File: src/rtl/baccarat_sequencer.sv
// -----------------------------------------------------------------------------
// baccarat_sequencer
//
// Control FSM for the baccarat datapath. Deals four cards in fixed order
// (player 1, dealer 1, player 2, dealer 2), applies the third-card rules to
// the running hand scores, then holds the win lights until reset.
//
// Ports
//   slow_clock        : sole clock, all state changes on the rising edge
//   reset             : synchronous, active-high reset (returns to IDLE)
//   pscore, dscore    : player / dealer hand score from the datapath (0-9)
//   pcard3            : player third-card rank (1=A .. 13=K, 0=empty)
//   load_pcard1..3    : one-cycle strobe, datapath loads that player card
//   load_dcard1..3    : one-cycle strobe, datapath loads that dealer card
//   player_win_light  : player wins (both lights on means a tie)
//   dealer_win_light  : dealer wins
//   done              : hand complete
// -----------------------------------------------------------------------------
module baccarat_sequencer (
  input  logic       slow_clock,
  input  logic       reset,
  input  logic [3:0] pscore,
  input  logic [3:0] dscore,
  input  logic [3:0] pcard3,
  output logic       load_pcard1,
  output logic       load_pcard2,
  output logic       load_pcard3,
  output logic       load_dcard1,
  output logic       load_dcard2,
  output logic       load_dcard3,
  output logic       player_win_light,
  output logic       dealer_win_light,
  output logic       done
);

  localparam logic [3:0] IDLE    = 4'd0;
  localparam logic [3:0] DEAL_P1 = 4'd1;
  localparam logic [3:0] DEAL_D1 = 4'd2;
  localparam logic [3:0] DEAL_P2 = 4'd3;
  localparam logic [3:0] DEAL_D2 = 4'd4;
  localparam logic [3:0] EVAL    = 4'd5;
  localparam logic [3:0] DEAL_P3 = 4'd6;
  localparam logic [3:0] BANK    = 4'd7;
  localparam logic [3:0] DEAL_D3 = 4'd8;
  localparam logic [3:0] RESULT  = 4'd9;

  logic [3:0] state;
  logic [3:0] next_state;

  // Banker rule once the player has drawn: face cards and tens count as 0.
  function automatic logic bank_draws(input logic [3:0] ds, input logic [3:0] card);
    logic [3:0] v;
    v = (card >= 4'd1 && card <= 4'd9) ? card : 4'd0;
    case (ds)
      4'd0, 4'd1, 4'd2: bank_draws = 1'b1;
      4'd3:             bank_draws = (v != 4'd8);
      4'd4:             bank_draws = (v >= 4'd2 && v <= 4'd7);
      4'd5:             bank_draws = (v >= 4'd4 && v <= 4'd7);
      4'd6:             bank_draws = (v >= 4'd6 && v <= 4'd7);
      default:          bank_draws = 1'b0;
    endcase
  endfunction

  always_comb begin
    // NOTE: default assignment first so no path through the case infers a latch.
    next_state = state;
    case (state)
      IDLE:    next_state = DEAL_P1;
      DEAL_P1: next_state = DEAL_D1;
      DEAL_D1: next_state = DEAL_P2;
      DEAL_P2: next_state = DEAL_D2;
      DEAL_D2: next_state = EVAL;
      EVAL: begin
        if (pscore >= 4'd8 || dscore >= 4'd8) next_state = RESULT;   // natural
        else if (pscore <= 4'd5)              next_state = DEAL_P3;
        else if (dscore <= 4'd5)              next_state = DEAL_D3;
        else                                  next_state = RESULT;
      end
      DEAL_P3: next_state = BANK;
      BANK:    next_state = bank_draws(dscore, pcard3) ? DEAL_D3 : RESULT;
      DEAL_D3: next_state = RESULT;
      RESULT:  next_state = RESULT;
      // Unused encodings recover to IDLE so the FSM can never lock up.
      default: next_state = IDLE;
    endcase
  end

  always_ff @(posedge slow_clock) begin
    // NOTE: non-blocking assignment for state so every flop samples pre-edge values.
    if (reset) state <= IDLE;
    else       state <= next_state;
  end

  // Moore decode: each deal state drives exactly its own strobe.
  assign load_pcard1 = (state == DEAL_P1);
  assign load_dcard1 = (state == DEAL_D1);
  assign load_pcard2 = (state == DEAL_P2);
  assign load_dcard2 = (state == DEAL_D2);
  assign load_pcard3 = (state == DEAL_P3);
  assign load_dcard3 = (state == DEAL_D3);

  assign done             = (state == RESULT);
  assign player_win_light = done && (pscore >= dscore);
  assign dealer_win_light = done && (dscore >= pscore);

endmodule

File: config.mk
export PLATFORM = sky130hd
export DESIGN_NAME = baccarat_sequencer
export DESIGN_NICKNAME = d
export VERILOG_FILES = /design/src/rtl/baccarat_sequencer.sv
export SDC_FILE = /design/constraint.sdc
export NUM_CORES = 1
export LEC_CHECK = 0
export CAP_MARGIN = 20
export CORE_AREA = 2 2 39 41
export CTS_BUF_LIST = sky130_fd_sc_hd__clkbuf_4 sky130_fd_sc_hd__clkbuf_8 sky130_fd_sc_hd__clkbuf_16
export CTS_CLUSTER_SIZE = 20
export DETAILED_ROUTE_END_ITERATION = 10
export DIE_AREA = 0 0 41 43
export GPL_TIMING_DRIVEN = 1
export HOLD_SLACK_MARGIN = 0.15
export PLACE_DENSITY = 0.71
export SYNTH_ARGS = -nofsm -noshare
export SYNTH_HDL_FRONTEND = slang
export SYNTH_SLANG_ARGS = --single-unit
export TNS_END_PERCENT = 20
File: constraint.sdc
create_clock -name slow_clock -period 4.4 [get_ports slow_clock]
set_input_delay 1.1 -clock slow_clock [delete_from_list [all_inputs] [get_ports slow_clock]]
set_output_delay 1.1 -clock slow_clock [all_outputs]
set_load 0.02 [all_outputs]
**After elaboration in Yosys (flattened, before gate mapping)**

Cells that the tools add are included.

- $lt $le $gt $ge: 12
- Equal/unequal tests: 16
- Multiplexer cells: 8
- Reduce and logical (&&, ||, !) cells: 11

Operators with widths:

| cell | number |
|---|---|
| case mux 4 bit (9 select lines) | 1 |
| == test 4 x 3 -> 1 bit, second input constant | 7 |
| == test 4 x 2 -> 1 bit, second input constant | 4 |
| less-or-equal comparator 4 x 3 -> 1 bit, second input constant | 3 |
| two-way mux 4 bit | 3 |
| == test 4 x 1 -> 1 bit, second input constant | 2 |
| == test 4 bit, second input constant | 2 |
| greater-or-equal comparator 4 x 3 -> 1 bit, second input constant | 2 |
| greater-or-equal comparator 4 bit | 2 |
| greater-or-equal comparator 4 bit, second input constant | 2 |
| logical NOT 4 bit | 2 |
| logical AND 1 bit | 6 |
| case mux 1 bit (5 select lines) | 1 |
| greater-or-equal comparator 4 x 1 -> 1 bit, second input constant | 1 |
| greater-or-equal comparator 4 x 2 -> 1 bit, second input constant | 1 |
| less-or-equal comparator 4 bit, second input constant | 1 |
| inequality test 4 bit, second input constant | 1 |
| two-way mux 1 bit | 3 |
| OR reduction 3 bit | 1 |
| OR reduction 2 bit | 1 |
| logical OR 1 bit | 1 |

- Bits in registers: 4
- Bits of input ports: 14
- Output and inout port bits: 9
- Logic and storage cells: 48

**Depth between registers and ports, before layout**

- Word-level depth: 9
- Depth in mapped cells: 6
- Gate-level depth less buffers: 6

**Worst setup path after synthesis**

Ideal clock, no wire load.

- Kind: in2out
- Start: input pscore[1]
- End: output player_win_light
- Arrival: 2576 ps
- Required time: 3300 ps
- Path slack: 724 ps
- Stages on the path: 6
- Buffers on the path: 0
- Cell sequence: inv_1 -> ha_1 -> nor2b_1 -> o21a_1 -> o21a_1 -> o41ai_1

- Word-level cells in the longest chain between the ends: 2

Ends and longest elaborated chain:

| what | RTL line | source |
|---|---|---|
| from (decl) | 22 | `input logic [3:0] pscore,` |
| greater-or-equal comparator 4 bit | 103 | `assign player_win_light = done && (pscore >= dscore);` |
| logical AND 1 bit | 103 |  |
| to (decl) | 31 | `output logic player_win_light,` |

Every way passes these cells.

**Worst setup path after layout**

- Start: input pscore[1]
- End: output dealer_win_light

- Word-level cells in the longest chain between the ends: 2

Ends and longest elaborated chain:

| what | RTL line | source |
|---|---|---|
| greater-or-equal comparator 4 bit | 104 | `assign dealer_win_light = done && (dscore >= pscore);` |
| logical AND 1 bit | 104 |  |
| to (decl) | 32 | `output logic dealer_win_light,` |

Every way passes these cells.

==> results.json <==
{
  "synth_most_common_cell": "nor3_1",
  "gp_congestion": 0.758,
  "design.core.area_um2": 1380,
  "clk_path_buf_depth": 2,
  "firstDrtPassIters": 3,
  "grt_pass1_vias": 511,
  "yosys.area.top_type": "dfxtp_1",
  "grt_first_pass_wirelength_um": 2000,
  "synth-compound-area-share_pct": 25.7,
  "drv.max_cap_violation_count": 0,
  "p_leak_nw": 0.280,
  "top_register": "state",
  "io_pins": 23,
  "run_status": "complete, no violations",
  "p_per_area_nw_per_um2": 202,
  "tightestPinTransition_ns": 0.396,
  "remaining_drc_errors": 0,
  "grt_max_degree": 12,
  "root_buffer": "clkbuf_4",
  "htreeDepth": 1,
  "antenna_found_initial": 0,
  "rr_endpoint": "state[0]",
  "muxShareOfSynthArea_pct": 0,
  "max_clock_freq_mhz": 234,
  "hp-class": "flip-flop to flip-flop",
  "grt_setup_unrepaired": "no",
  "cts_tree": "done",
  "reg2reg_slack_ns": 2.97,
  "die_x_um": 41,
  "rows": 14,
  "cts_sinks": 4,
  "synth-edff-count": 0,
  "r2r_cells": 4,
  "finalSetupTns_ns": 0,
  "fillers": 147,
  "largest_reg_flops": 4,
  "ys_ff_latch": 4,
  "holdCritStartpoint": "state[3]",
  "grt_util_all_layers_pct": 16.2,
  "fin_skew_ns": 0.00797,
  "numCtsBuffers": 3,
  "synth_cells": 59,
  "final_net_count": 102,
  "area_growth_pct": 50.3,
  "layout-drive-gt1-share_pct": 9.76,
  "drtAntennaViolNets": 0,
  "diodes": 0,
  "final_max_slew_viol_count": 0,
  "yosys.area_share.simple_pct": 34.3,
  "synth_area_leaders": "dfxtp_1, ha_1, nor3_1",
  "vias": 513,
  "synth.avg_cell_area_um2": 7.85,
  "yosysTopAreaCellShare_pct": 17.3,
  "hold_viol_final": 0,
  "placed_area_um2": 674,
  "start_util_pct": 33.5,
  "synth_xor_area_share_pct": 0,
  "clk_pin_slew_worst_paths_ns": 0.04,
  "async_flop_share_pct": 0,
  "critPathRequiredTime_ns": 3.30,
  "irDropWorstVdd_v": 0.000114,
  "synth_cell_types": 29,
  "routed_wl_um": 1170,
  "synth_top_family_by_area": "simple AND/OR/NAND/NOR gates",
  "crit_path_end": "dealer_win_light",
  "vias_per_cell": 5.23,
  "grt_overflow": 0,
  "die_area_um2": 1760,
  "slew_headroom_pct": 73.6,
  "finalCritPeriodShare_pct": 96.9,
  "power.total_w": 0.000140,
  "die_height_um": 43,
  "yosysSeqAreaShare_pct": 17.3,
  "port_buffers": 22,
  "setup_viol": 0,
  "fin_crit_ns": 4.26,
  "critPathKind": "primary input to primary output",
  "reg_top3": "state x4",
  "synth.net_count": 77,
  "cp_max_fo": 2,
  "synth_flop_cell": "dfxtp_1",
  "rr_startpoint": "state[1]",
  "postCtsSetupRepairBufs": 0,
  "cp.arrival_ns": 3.16,
  "netlist_top_cells_count": "nor3_1, inv_1, nor2_1",
  "end_kind": "primary output",
  "cp-start-kind": "primary input",
  "wl_per_cell_um": 11.9,
  "fin_area_um2": 696,
  "dp_hpwl_um": 972,
  "synth.cell_area_um2": 463,
  "drt_iter0_drc": 4,
  "clock_latency_ns": 0.24,
  "cp-startpoint": "pscore[1]",
  "ys_warn_count": 0,
  "synth_fa_ha_area_share_pct": 10.8
}
==> how the worst min path moves through the flow <==
| stage | end | slack (ns) | depth (start not counted) |
|---|---|---|---|
| floorplan | state[1] | 0.51 | 2 |
| global placement | state[1] | 0.62 | 1 |
| detailed placement | state[1] | 0.63 | 1 |
| CTS | state[1] | 0.63 | 1 |
| global route | state[1] | 0.69 | 1 |
| finish | state[1] | 0.64 | 1 |
==> cell families (layout without fill, tap and decap cells) <==
group,count (synthesis),in the layout
and+or+nand+nor,27,27
DFF,4,4
AOI/OAI and AO/OA,16,16
buffers and inverters,8,31
adders and majority gates,4,4
==> repair_timing <==
action / CTS / global route
setup endpoints to repair: 1 / 0
hold buffers: 0 / 0
resized for setup: 1 / 0
==> cells in the final DEF, fill, tap and decap left out <==
cell and n:
a211o_1 2, a211oi_1 1, a21o_1 1, a21oi_1 3
a41oi_1 1, and2b_2 1, and4_1 1, buf_4 1
clkbuf_4 3, clkdlybuf4s50_1 21, dfxtp_1 4, dlygate4sd2_1 1
ha_1 4, inv_1 5, nand2_1 2, nand2b_1 2
nand2b_4 1, nand3_1 2, nor2_1 5, nor2b_1 2
nor3_1 7, nor3b_1 1, nor4b_1 1, o21a_1 2
o21ai_0 2, o22a_2 1, o311a_1 1, o31a_1 1
o41ai_1 1, or2b_2 1, or3_1 1
==> metrics by stage <==
| stage | setup slack (ns) | instances | hold WS, ns | util [%] |
|---|---|---|---|---|
| finish | 0.135 | 98 | 0.642 | 50.3 |
| global route | 0.0763 | 98 | 0.690 | 50.3 |
| CTS | 0.126 | 98 | 0.633 | 50.3 |
| detailed placement | -0.00804 | 95 | 0.631 | 48.7 |
| global placement | 0.0471 | 95 | 0.618 | 48.7 |
| floorplan | 0.724 | 59 | 0.509 | - |
==> power breakdown <==
group / internal [W] / leakage (nW) / switching (W)
clock network: 0.0000307 / 0.0138 / 0.0000173
registers: 0.0000390 / 0.0328 / 0.00000563
logic: 0.0000274 / 0.233 / 0.0000204
==> worst max-delay path: stages <==
cell and delay (ns):
clkdlybuf4s50_1 0.48, inv_1 0.05, ha_1 0.29, nor2b_1 0.13, o21a_1 0.16, o21a_1 0.18
o31a_1 0.23, clkdlybuf4s50_1 0.54
==> layout make-up <==
class | count | area, µm² | share of cell area (%)
Clock buffer | 3 | 22.5 | 3.24
Inverter | 5 | 18.8 | 2.70
Multi-Input combinational cell | 47 | 328 | 47.1
Sequential cell | 4 | 80.1 | 11.5
Tap cell | 16 | 20.0 | 2.88
Timing Repair Buffer | 23 | 226 | 32.6
==> layer usage <==
metal	part of all wire, %	vias up	track usage (%)
met5	0	-	0
met4	0	0	8.00
met3	4.0	0	5.24
met2	53	10	25.9
met1	43	240	18.3
li1	-	263	-
No activity file was read; power rests on OpenSTA's default activity.
